$ cat src/rtl/quantum_scheduler_pkg.sv
// Shared encodings for the round-robin quantum scheduler.
package quantum_scheduler_pkg;

  typedef enum logic [1:0] {
    ST_KERNEL = 2'b00,
    ST_RUN    = 2'b01,
    ST_SWAP   = 2'b10
  } sched_state_t;

  typedef enum logic [1:0] {
    CAUSE_NONE   = 2'b00,
    CAUSE_EXPIRY = 2'b01,
    CAUSE_YIELD  = 2'b10,
    CAUSE_EXIT   = 2'b11
  } swap_cause_t;

  localparam int unsigned KERNEL_PID = 0;

endpackage

$ cat src/rtl/quantum_scheduler_rr_pick.sv
// Wrapping priority search for the next runnable user PID after last_pid.
module rr_pick #(
  parameter int unsigned NPROC = 8,
  parameter int unsigned PID_W = 3
) (
  input  logic [NPROC-1:0] ready_mask,
  input  logic [PID_W-1:0] last_pid,
  output logic [PID_W-1:0] pick_pid,
  output logic             pick_valid
);
  import quantum_scheduler_pkg::*;

  // Scan farthest-first so the nearest candidate after last_pid wins; offset
  // NPROC lands on last_pid itself, making it the lowest-priority candidate.
  always_comb begin
    logic [PID_W-1:0] idx;
    pick_pid   = '0;
    pick_valid = 1'b0;
    for (int unsigned k = NPROC; k >= 1; k--) begin
      idx = PID_W'(32'(last_pid) + k);
      if (idx != PID_W'(KERNEL_PID) && ready_mask[idx]) begin
        pick_pid   = idx;
        pick_valid = 1'b1;
      end
    end
  end

endmodule

$ cat src/rtl/quantum_scheduler.sv
// Round-robin preemptive process scheduler: PID ownership, time slice, swaps.
module quantum_scheduler #(
  parameter int unsigned NPROC   = 8,
  parameter int unsigned PID_W   = 3,
  parameter int unsigned CNT_W   = 16,
  parameter int unsigned QUANTUM = 64
) (
  input  logic             clock,
  input  logic             reset,
  input  logic             enable,
  input  logic [NPROC-1:0] ready_mask,
  input  logic             set_pid_valid,
  input  logic [PID_W-1:0] set_pid_value,
  input  logic             rr_req,
  input  logic             proc_exit,
  input  logic             io_stall,
  input  logic             swap_ack,
  output logic             swap_req,
  output logic [1:0]       swap_cause,
  output logic [PID_W-1:0] cur_pid,
  output logic             kernel_mode,
  output logic             dispatch,
  output logic             set_pid_err,
  output logic             idle
);
  import quantum_scheduler_pkg::*;

  sched_state_t     state;
  swap_cause_t      cause_q;
  logic [PID_W-1:0] last_pid;
  logic [CNT_W-1:0] counter;
  logic [PID_W-1:0] pick_pid;
  logic             pick_valid;
  logic             tick_ok;

  rr_pick #(
    .NPROC(NPROC),
    .PID_W(PID_W)
  ) u_pick (
    .ready_mask(ready_mask),
    .last_pid  (last_pid),
    .pick_pid  (pick_pid),
    .pick_valid(pick_valid)
  );

  // Status lines derived from the registered state.
  always_comb begin
    tick_ok     = enable && !io_stall;
    kernel_mode = (cur_pid == PID_W'(KERNEL_PID));
    idle        = (state == ST_KERNEL) && !pick_valid;
    swap_cause  = cause_q;
  end

  // Scheduler FSM with registered outputs and slice counter.
  always_ff @(posedge clock or posedge reset) begin
    if (reset) begin
      state       <= ST_KERNEL;
      cur_pid     <= '0;
      last_pid    <= '0;
      counter     <= '0;
      swap_req    <= 1'b0;
      cause_q     <= CAUSE_NONE;
      dispatch    <= 1'b0;
      set_pid_err <= 1'b0;
    end else begin
      dispatch    <= 1'b0;
      set_pid_err <= 1'b0;
      case (state)
        ST_KERNEL: begin
          if (set_pid_valid) begin
            if (set_pid_value != PID_W'(KERNEL_PID) && ready_mask[set_pid_value]) begin
              state    <= ST_RUN;
              cur_pid  <= set_pid_value;
              counter  <= CNT_W'(QUANTUM - 1);
              dispatch <= 1'b1;
            end else begin
              set_pid_err <= 1'b1;
            end
          end else if (rr_req && pick_valid) begin
            state    <= ST_RUN;
            cur_pid  <= pick_pid;
            counter  <= CNT_W'(QUANTUM - 1);
            dispatch <= 1'b1;
          end
        end
        ST_RUN: begin
          if (proc_exit) begin
            state    <= ST_SWAP;
            swap_req <= 1'b1;
            cause_q  <= CAUSE_EXIT;
          end else if (rr_req) begin
            state    <= ST_SWAP;
            swap_req <= 1'b1;
            cause_q  <= CAUSE_YIELD;
          end else if (tick_ok && counter == '0) begin
            state    <= ST_SWAP;
            swap_req <= 1'b1;
            cause_q  <= CAUSE_EXPIRY;
          end else if (tick_ok) begin
            counter <= counter - 1'b1;
          end
        end
        ST_SWAP: begin
          if (swap_ack) begin
            state    <= ST_KERNEL;
            last_pid <= cur_pid;
            cur_pid  <= '0;
            swap_req <= 1'b0;
            cause_q  <= CAUSE_NONE;
          end
        end
        default: state <= ST_KERNEL;
      endcase
    end
  end

endmodule

$ cat config.mk
export PLATFORM = sky130hd
export DESIGN_NAME = quantum_scheduler
export DESIGN_NICKNAME = d
export VERILOG_FILES = /design/src/rtl/quantum_scheduler_pkg.sv /design/src/rtl/quantum_scheduler_rr_pick.sv /design/src/rtl/quantum_scheduler.sv
export SDC_FILE = /design/constraint.sdc
export NUM_CORES = 1
export LEC_CHECK = 0
export ABC_AREA = 1
export ABC_CLOCK_PERIOD_IN_PS = 3700
export CAP_MARGIN = 25
export CORE_MARGIN = 2
export CORE_UTILIZATION = 40
export CTS_CLUSTER_DIAMETER = 80
export CTS_CLUSTER_SIZE = 20
export DETAILED_ROUTE_END_ITERATION = 7
export SYNTH_ARGS = -nofsm -noshare
export SYNTH_HDL_FRONTEND = slang
export SYNTH_SLANG_ARGS = --single-unit
$ cat constraint.sdc
create_clock -name clock -period 3.7 [get_ports clock]
set_clock_uncertainty 0.15 [all_clocks]
set_input_delay 0.37 -clock clock [delete_from_list [all_inputs] [get_ports clock]]
set_output_delay 0.37 -clock clock [all_outputs]
set_load 0.01 [all_outputs]
==> metrics.yaml <==
ff2ff_path_depth: 15
synth_area_um2: 2450
port_buffers: 28
vias: 2476
crit_type: "flip-flop to primary output"
p_clk_frac: 0.100
ys_types: 33
detail_route.wl_per_cell_um: 12.6
relSlewSlack: 0.417
rsz0062_at_grt: "no"
dr.pass1.iters: 4
cts_sinks: 29
cts_tree: "built"
combPwrFrac: 0.692
crit_family: "buffers and inverters"
syn_inst: 379
ys_seq_elements: 29
power.density_nw_per_um2: 904
areaGrowthSynthToFinish_pct: 18.6
cpMaxStageDelayCell: "clkdlybuf4s50_1"
remaining_drc_errors: 0
crit_buf_inv: 4
fill_cells: 626
tightest_slew_ns: 0.875
first_iter_violations: 136
yosysTopAreaCellShare: 0.296
cpPeakStageDelay_ns: 0.54
endpoint_kind: "primary output"
cellLeakagePower_uw: 0.00147
layout_common_cells: "nand2_1, nor2_1, inv_1"
grt_pass1_vias: 2328
crit_fanout: 11
drv_slew: 0
track_usage: 0.205
dpl_worst_slack_ns: 0.442
p_sw_uw: 1420
grt_max_degree: 30
coreArea_um2: 5920
r2r_start: "last_pid[1]"
antenna_found_initial: 0
place_congestion: 0.897
viasPerCell: 5.07
final_common_cell: "nand2_1"
status: "finished, final reports clean"
chipWidth_um: 82.3
worstPathArrival_ns: 2.87
swShare: 0.539
maxCapViolCount: 0
dieArea_um2: 6770
irDropWorstVdd_mv: 0.498
start_util: 0.414
io_pins: 29
cts_max_level: 2
fin_ws_ns: 0.311
synth.largest_area_cell: "dfrtp_1"
insertedDiodeCount: 0
hp-class: "input port to async pin"
worstPathCellList: "clkinvlp_4, ha_1, inv_1, nand3_1, nand3_1, nand2_2, inv_2, nand2_2, a21oi_2, nand3_2, nor2_1, clkdlybuf4s50_1"
ant_nets: 0
clockRootBuffer: "clkbuf_8"
r2r_setup_slack_ns: 0.88
synth_area_per_cell_um2: 6.46
r2r_end: "counter[11]"
sequentialPowerShare: 0.208
synth.net_count: 406
drive_above_1_share: 0.0920
yosysSeqAreaShare: 0.296
clockBufferDepth: 2
nets: 439
final.min_clock_period_ns: 3.39
synth_area_leaders: "dfrtp_1, nand2_1, nor2_1"
grt_overflow: 0
setup-tns-final_ns: 0
worstSkewPairLatency_ns: 0.29
intPower_uw: 1210
finalWirelength_mm: 6.16
start_kind: "flip-flop"
setup_viol: 0
die_h_um: 82.3
hold_viol: 0
fmax_mhz: 295
whs_ns: 0.312
rows: 28
dp_hpwl_mm: 4.65
cp.required_ns: 3.18
period_share: 0.916
cts_buffers: 5
yosys_warnings: 0
grt_pass1_wl_mm: 10.9
clkTransAtPathRegs_ns: 0.07
power by group through the flow:
| stage | logic, uW | registers, uW | clock network (uW) |
|---|---|---|---|
| 2_1_floorplan | 1390 | 520 | 0 |
| 3_3_place_gp | 1800 | 542 | 0 |
| 3_5_place_dp | 1790 | 546 | 0 |
| 4_1_cts | 1790 | 541 | 275 |
| 5_1_grt | 2070 | 566 | 287 |
| 6_report | 1820 | 547 | 263 |
worst min-delay path, stage by stage:
cell             delay (ns)
clkdlybuf4s50_1        0.39
inv_1                  0.05
buf_4                  0.36
cell type report:
class / count / area (um2) / share of cell area
well taps: 75 / 93.8 / 0.0323
clock buffers: 6 / 72.6 / 0.0250
inverters: 38 / 149 / 0.0512
clock inverters: 2 / 10.0 / 0.00345
repair buffers: 34 / 325 / 0.112
flip-flops and latches: 29 / 728 / 0.251
multi-input cells: 304 / 1530 / 0.525
how the worst max path moves through the flow:
stage | startpoint | endpoint | depth (start not counted) | slack (ns)
2_1_floorplan | last_pid[0] | counter[0] | 17 | 1.20
3_3_place_gp | last_pid[1] | idle | 12 | 0.54
3_5_place_dp | last_pid[1] | idle | 12 | 0.44
4_1_cts | last_pid[1] | idle | 12 | 0.1
5_1_grt | last_pid[1] | idle | 12 | 0.08
6_report | last_pid[1] | idle | 12 | 0.31
metrics by stage:
stage / util / power, uW / cell area (um2) / instances
after floorplan: - / 1910 / 2450 / 379
after global placement: 0.472 / 2340 / 2790 / 477
after detailed placement: 0.472 / 2330 / 2790 / 477
after CTS: 0.486 / 2610 / 2880 / 485
after global routing: 0.491 / 2920 / 2910 / 488
final: 0.491 / 2630 / 2910 / 488
logic make-up after synthesis:
group,Yosys count,share of synthesized area
buffers and inverters,46,0.0807
adders and majority gates,8,0.0409
DFF,29,0.296
xor gates and xnor gates,12,0.0429
AOI/OAI and AO/OA,30,0.0720
and+or+nand+nor,254,0.467
layer usage:
metal / track usage / vias to the layer above / part of all wire
met3: 0.0272 / 6 / 0.025
met4: 0.0650 / 0 / 0.012
met5: 0 / - / 0
met2: 0.321 / 36 / 0.46
li1: - / 1295 / -
met1: 0.292 / 1139 / 0.50
sequential cells by signal (all words and copies together) (netlist names):
register / flops
set_pid_err: 1
cur_pid: 3
dispatch: 1
state: 2
swap_cause: 2
counter: 16
swap_req: 1
last_pid: 3
what timing repair did:
| item | 4_1_cts | 5_1_grt |
|---|---|---|
| endpoints found under the hold margin | 0 | 0 |
| resized for setup | 0 | 3 |
| hold buffers | 0 | 0 |
| buffers inserted | 0 | 3 |
| setup endpoints to repair | 0 | 1 |
cells in the mapped netlist:
cell and number:
nand2_4 1, clkinv_1 2, o2111ai_1 1, clkbuf_1 2, nand3_2 2, buf_4 1, ha_1 8, o31a_1 1
nand2_2 8, or2_2 3, a21oi_2 3, nor2_1 50, inv_2 1, o221ai_1 1, o31ai_1 1, o21ai_0 15
buf_6 2, nand3b_1 3, nor3_2 1, inv_1 34, a21oi_1 7, inv_4 1, and2_1 1, buf_2 3
xor2_1 5, nand3_4 2, xnor2_1 7, nor3_1 6, dfrtp_1 29, nand2_1 126, nand4_1 20, nand3_1 31
a31oi_1 1
Note: power is estimated with default switching activity, not from simulation.
